===== src/rtl/commit_trace_tx.sv =====
// Commit-trace transmitter: samples WB register writes and MEM loads/stores,
// queues them as events and streams each as a 2-beat packet (header, value)
// over a valid/ready port.
// Build option: define TRACE_TS_ONLY_EN to record register writes only for
// $t0-$s7 (regs 8..23); otherwise every nonzero destination is recorded.
module commit_trace_tx #(
    parameter int unsigned DEPTH  = 16,
    parameter int unsigned DROP_W = 16
) (
    input  logic              clk,
    input  logic              rst_n,
    input  logic              i_trace_en,
    input  logic              i_wb_regwrite,
    input  logic [4:0]        i_wb_reg,
    input  logic [31:0]       i_wb_data,
    input  logic [31:0]       i_wb_pc,
    input  logic              i_mem_read,
    input  logic              i_mem_write,
    input  logic [31:0]       i_mem_addr,
    input  logic [31:0]       i_mem_data,
    output logic              o_out_valid,
    input  logic              i_out_ready,
    output logic [31:0]       o_out_data,
    output logic              o_out_last,
    output logic              o_overflow,
    output logic              o_proto_err,
    output logic [DROP_W-1:0] o_drop_cnt
);
    localparam int unsigned AW = $clog2(DEPTH);

    typedef enum logic [1:0] {StIdle, StHdr, StVal} state_e;

    // Each entry holds the complete packet: {header, value}.
    logic [63:0]       r_mem [DEPTH];
    logic [AW:0]       r_wr_ptr, r_rd_ptr;
    state_e            r_state;
    logic              r_out_valid, r_out_last;
    logic [31:0]       r_out_data;
    logic              r_overflow, r_proto_err;
    logic [DROP_W-1:0] r_drop_cnt;

    logic [AW:0]       w_count, w_free;
    logic              w_regw_ok, w_regw_ev, w_mem_ev, w_proto;
    logic              w_push_regw, w_push_mem, w_pop;
    logic [1:0]        w_n_drop, w_mem_type;
    logic [63:0]       w_regw_entry, w_mem_entry, w_head, w_next;
    logic [AW-1:0]     w_mem_idx;
    logic [DROP_W:0]   w_drop_sum;
    logic [DROP_W-1:0] w_drop_cnt_d;
    logic              w_unused_bits;

    assign w_count = r_wr_ptr - r_rd_ptr;
    // Free space is taken before this cycle's pop: no bypass of a full queue.
    assign w_free  = (AW+1)'(DEPTH) - w_count;

`ifdef TRACE_TS_ONLY_EN
    assign w_regw_ok = (i_wb_reg >= 5'd8) && (i_wb_reg <= 5'd23);
`else
    assign w_regw_ok = (i_wb_reg != 5'd0);
`endif

    assign w_regw_ev  = i_trace_en & i_wb_regwrite & w_regw_ok;
    assign w_mem_ev   = i_trace_en & (i_mem_read | i_mem_write);
    assign w_proto    = i_trace_en & i_mem_read & i_mem_write;
    // A simultaneous read+write is reported as a single store.
    assign w_mem_type = i_mem_write ? 2'b11 : 2'b10;

    assign w_regw_entry = {2'b01, i_wb_reg, 9'b0, i_wb_pc[15:0], i_wb_data};
    assign w_mem_entry  = {w_mem_type, 5'b0, 9'b0, i_mem_addr[15:0], i_mem_data};

    assign w_head    = r_mem[r_rd_ptr[AW-1:0]];
    assign w_next    = r_mem[r_rd_ptr[AW-1:0] + AW'(1)];
    assign w_mem_idx = r_wr_ptr[AW-1:0] + AW'(w_push_regw);
    assign w_pop     = (r_state == StVal) && i_out_ready;

    assign w_unused_bits = ^{i_wb_pc[31:16], i_mem_addr[31:16]};

    // Admission: the register write is the older instruction and gets space first.
    always_comb begin
        w_push_regw = 1'b0;
        w_push_mem  = 1'b0;
        if (w_regw_ev && (w_free != '0)) begin
            w_push_regw = 1'b1;
        end
        if (w_mem_ev) begin
            w_push_mem = w_push_regw ? (w_free >= (AW+1)'(2)) : (w_free != '0);
        end
        w_n_drop = {1'b0, w_regw_ev & ~w_push_regw} + {1'b0, w_mem_ev & ~w_push_mem};
    end

    // Saturating next value of the drop counter.
    always_comb begin
        w_drop_sum   = {1'b0, r_drop_cnt} + (DROP_W+1)'(w_n_drop);
        w_drop_cnt_d = w_drop_sum[DROP_W] ? '1 : w_drop_sum[DROP_W-1:0];
    end

    // Event storage; contents need no reset since pointers qualify them.
    always_ff @(posedge clk) begin
        if (w_push_regw) begin
            r_mem[r_wr_ptr[AW-1:0]] <= w_regw_entry;
        end
        if (w_push_mem) begin
            r_mem[w_mem_idx] <= w_mem_entry;
        end
    end

    // Queue pointers and sticky status.
    always_ff @(posedge clk or negedge rst_n) begin
        if (!rst_n) begin
            r_wr_ptr    <= '0;
            r_rd_ptr    <= '0;
            r_overflow  <= 1'b0;
            r_proto_err <= 1'b0;
            r_drop_cnt  <= '0;
        end else begin
            r_wr_ptr <= r_wr_ptr + (AW+1)'(w_push_regw) + (AW+1)'(w_push_mem);
            r_rd_ptr <= r_rd_ptr + (AW+1)'(w_pop);
            if (w_proto) begin
                r_proto_err <= 1'b1;
            end
            if (w_n_drop != 2'd0) begin
                r_overflow <= 1'b1;
                r_drop_cnt <= w_drop_cnt_d;
            end
        end
    end

    // Packet FSM with registered beat outputs; chains packets without a bubble.
    always_ff @(posedge clk or negedge rst_n) begin
        if (!rst_n) begin
            r_state     <= StIdle;
            r_out_valid <= 1'b0;
            r_out_data  <= '0;
            r_out_last  <= 1'b0;
        end else begin
            case (r_state)
                StIdle: begin
                    if (w_count != '0) begin
                        r_state     <= StHdr;
                        r_out_valid <= 1'b1;
                        r_out_data  <= w_head[63:32];
                        r_out_last  <= 1'b0;
                    end
                end
                StHdr: begin
                    if (i_out_ready) begin
                        r_state    <= StVal;
                        r_out_data <= w_head[31:0];
                        r_out_last <= 1'b1;
                    end
                end
                StVal: begin
                    if (i_out_ready) begin
                        if (w_count > (AW+1)'(1)) begin
                            r_state    <= StHdr;
                            r_out_data <= w_next[63:32];
                            r_out_last <= 1'b0;
                        end else begin
                            r_state     <= StIdle;
                            r_out_valid <= 1'b0;
                            r_out_data  <= '0;
                            r_out_last  <= 1'b0;
                        end
                    end
                end
                default: begin
                    r_state     <= StIdle;
                    r_out_valid <= 1'b0;
                    r_out_data  <= '0;
                    r_out_last  <= 1'b0;
                end
            endcase
        end
    end

    assign o_out_valid = r_out_valid;
    assign o_out_data  = r_out_data;
    assign o_out_last  = r_out_last;
    assign o_overflow  = r_overflow;
    assign o_proto_err = r_proto_err;
    assign o_drop_cnt  = r_drop_cnt;

endmodule


===== config.mk =====
export PLATFORM = sky130hd
export DESIGN_NAME = commit_trace_tx
export DESIGN_NICKNAME = d
export VERILOG_FILES = /design/src/rtl/commit_trace_tx.sv
export SDC_FILE = /design/constraint.sdc
export NUM_CORES = 2
export LEC_CHECK = 0
export BUFFER_PORTS_ARGS = -buffer_cell sky130_fd_sc_hd__buf_2
export CAP_MARGIN = 20
export CORE_ASPECT_RATIO = 1.2
export CORE_MARGIN = 3
export CORE_UTILIZATION = 63
export DETAILED_ROUTE_END_ITERATION = 6
export PLACE_DENSITY_LB_ADDON = 0.15
export SLEW_MARGIN = 20
export SYNTH_ARGS = -nofsm -noshare
export SYNTH_HDL_FRONTEND = slang
export SYNTH_SLANG_ARGS = --single-unit

===== constraint.sdc =====
create_clock -name clk -period 8.6 [get_ports clk]
set_input_delay 0.86 -clock clk [delete_from_list [all_inputs] [get_ports clk]]
set_output_delay 0.86 -clock clk [all_outputs]
set_load 0.03 [all_outputs]

==> impl_metrics.yaml <==
critical_path:
  startpoint_type: "flop"
  critPathMaxFanout: 34
  critPathKind: "flop to flop"
  worstSetupEndpointType: "flop"
  crit_required_ns: 8.96
  cp_slowest_cell: "dfrtp_4"
  cp.arrival_ns: 7.71
  cpMostUsedCell: "ha_1"
  max_stage_delay_ns: 0.94
  crit_chain: "ha_1, fa_1, nor2b_1, o21a_1, or3b_2, and2_1, ha_1, inv_1, or3_1, buf_4, nor2_1, nor2_1, ha_1, ha_1, xor2_1, nor3_1, nand3_1, a21oi_4, nand2b_4, buf_12"
synthesis:
  synth_area_leader_cell: "edfxtp_1"
  synth_edf_count: 784
  netlist_area_mm2: 0.0511
  ys_dominant_reg_cell: "edfxtp_1"
  async_reset_ff_share_pct: 6.68
  synth.distinct_cells: 59
  yosysSeqAreaShare_pct: 53.0
  synth_seq_cells: 943
  yosysTopAreaCellShare_pct: 46.1
  synth.top_cells.by_area: "edfxtp_1 46%, mux4_2 13%, o31ai_1 11%, nand2_1 7.8%, dfxtp_1 3.8%"
  syn_inst: 4381
  avgSynthCellArea_um2: 11.7
  yosysWarnings: 0
  syn-num-nets: 4543
timing:
  finalCriticalPeriod_ns: 7.35
  finClkSkew_ns: 0.0313
  setup_tns_ns: 0
  slew-limit-headroom_pct: 15.9
  setup_viol: 0
  rsz0062_at_grt: "false"
  timing.fmax_mhz: 136
  tightest_slew_ns: 1.26
  timing.final.crit_share_pct: 85.5
  final_hold_viol_count: 0
  whs_ns: 0.0681
  drv_slew: 0
routing:
  wl_per_cell_um: 32.3
  first_iter_violations: 6252
  via_count: 39324
  ant_nets: 0
  first_pass_iters: 7
  post-route-drc-count: 0
  routed_wl_um: 170000
  via_per_inst: 7.44
floorplanning:
  rows: 113
  die-area_mm2: 0.0845
  die_x_um: 266
  die_height_um: 318
  coreArea_mm2: 0.0797
  ios: 192
  floorplan.initialDensity_pct: 64.0
layout:
  final_cell_count_no_fill: 5284
  area_growth_pct: 8.09
  final_cell_mix: "1052 x nand2_1, 784 x edfxtp_1, 768 x o31ai_1"
  stdcell_area_mm2: 0.0552
  final_common_cell: "nand2_1"
  num-fill-cells: 5627
  drive_gt1_share_pct: 18.2
  fin_nets: 4325
clock_network:
  cts_buffer_depth: 3
  numCtsBuffers: 96
  cts_resized: 0
  post_cts_buffers: 0
  clock-sinks: 943
  clk_pin_slew_ns: 0.06
  cts_hold_buf: 0
  tritoncts: "done"
  root_buffer: "clkbuf_16"
  clock_latency_ns: 0.69
  h-tree-depth: 3
power:
  power_frac_seq_pct: 34.2
  p_int_uw: 11700
  p_clk_share_pct: 22.8
  peakVddDrop_uv: 515
  combPwrFrac_pct: 43.0
  leakage_uw: 0.0186
  power_switching_uw: 7720
  p_per_area_mw_per_mm2: 352
  switching_share_pct: 39.7
place:
  dp_cells: 5098
  place.gp.congestion: 0.861
  port_buffers: 159
  dp_hpwl_um: 88600
  place_area_mm2: 0.0518
worst_hold_path:
  hold_class: "input port to asynchronous set/reset pin"
global_routing:
  antenna_found_initial: 9
  grt_pass1_vias: 38632
  track_usage_pct: 40.0
  grt_first_pass_wirelength_um: 248000
  grt_start_max_net_pins: 135
  grt_overflow_total: 0
run:
  cap_violations: 0
outcome:
  outcome: "completed"
-- final cells by class --
class / instances / area (µm²) / share of cell area [%]
antenna: 6 / 15.0 / 0.0272
clock buffer: 131 / 2720 / 4.92
clock inverter: 47 / 579 / 1.05
inverter: 68 / 256 / 0.465
multi-input combinational: 2805 / 21700 / 39.3
sequential: 943 / 27100 / 49.0
tap: 1035 / 1290 / 2.35
timing repair buffer: 249 / 1570 / 2.85
-- cell families (layout without fill, tap and decap cells) --
family                     after synthesis  in the layout  share of synthesized area (%)
AOI/OAI and AO/OA                     1025           1025                           14.8
xor gates and xnor gates                30             30                          0.571
adders and majority gates               22             22                          0.583
buffers and inverters                  633            495                           5.48
DFF                                    943            943                           53.0
muxes                                  408            408                           15.3
other                                    0              6                              0
and+or+nand+nor                       1320           1320                           10.3
-- flip-flops by register name, summed over array words and instances (netlist names) --
name         count
o_drop_cnt      16
o_out_data      32
o_out_valid      1
o_overflow       1
o_proto_err      1
r_mem          880
r_rd_ptr         5
r_state          2
r_wr_ptr         5
-- power by group through the flow --
stage                     Sequential [µW]  Combinational [µW]  Clock (µW)
after floorplan                      6600                5590           0
after global placement               6660                8010           0
after detailed placement             6710                8160           0
after CTS                            6620                8180        4430
after global routing                 6710                8770        4620
final                                6640                8360        4440
-- synthesized netlist by cell type (5+ instances only) --
cell type,n
nor2_1,98
mux2i_1,110
buf_4,57
a21oi_4,8
a22o_1,9
xnor2_1,16
and3_1,27
dfxtp_1,96
inv_1,66
a32oi_1,24
edfxtp_1,784
dfrtp_1,63
buf_2,159
nor3_1,15
a31oi_1,23
o21ai_0,51
o21ai_1,13
or3_1,5
a22oi_1,67
nand2b_1,16
xor2_1,12
nor2b_1,6
nand2_1,1056
mux4_2,296
ha_1,19
o31ai_1,768
nand3_1,78
buf_1,67
clkbuf_1,280
a21oi_1,33
a21o_1,13
-- path summary, 6_finish.rpt --
| check | cells past startpoint | start | slack, ns | endpoint |
|---|---|---|---|---|
| setup / recovery | 20 | r_rd_ptr[0] | 1.25 | r_mem[10][46] |
| hold / removal | 1 | rst_n | 0.07 | o_proto_err |
| setup reg to reg | 20 | r_rd_ptr[0] | 1.25 | r_mem[10][46] |
| hold reg to reg | 2 | r_mem[2][54] | 0.47 | r_mem[2][54] |
| max in group asynchronous | 2 | rst_n | 7.17 | r_rd_ptr[1] |
| min in group clk | 2 | r_mem[2][54] | 0.47 | r_mem[2][54] |
-- stage by stage --
step                      power (µW)  setup slack, ns  util (%)
final                          19400             1.25      69.2
after global routing           20100            0.978      69.2
after CTS                      19200             1.33      69.1
after detailed placement       14900             1.37      65.0
after global placement         14700             1.40      65.0
after floorplan                12200             1.32         -
-- critical path, delay by kind of cell, from the launching register on --
kind | cells | cell delay, ns
fa+ha+maj | 5 | 1.27
simple gates | 9 | 2.81
flops | 1 | 0.94
compound gates | 2 | 1.10
xor+xnor | 1 | 0.18
buf+inv | 3 | 0.65
-- routing by layer --
layer	wire length (µm)	track usage [%]	vias up
met5	151	1.21	-
met4	10400	22.1	10
met3	24400	10.6	760
met2	78300	61.7	3221
met1	57300	51.9	19131
li1	-	-	16202
No activity file was read; power rests on OpenSTA's default activity.
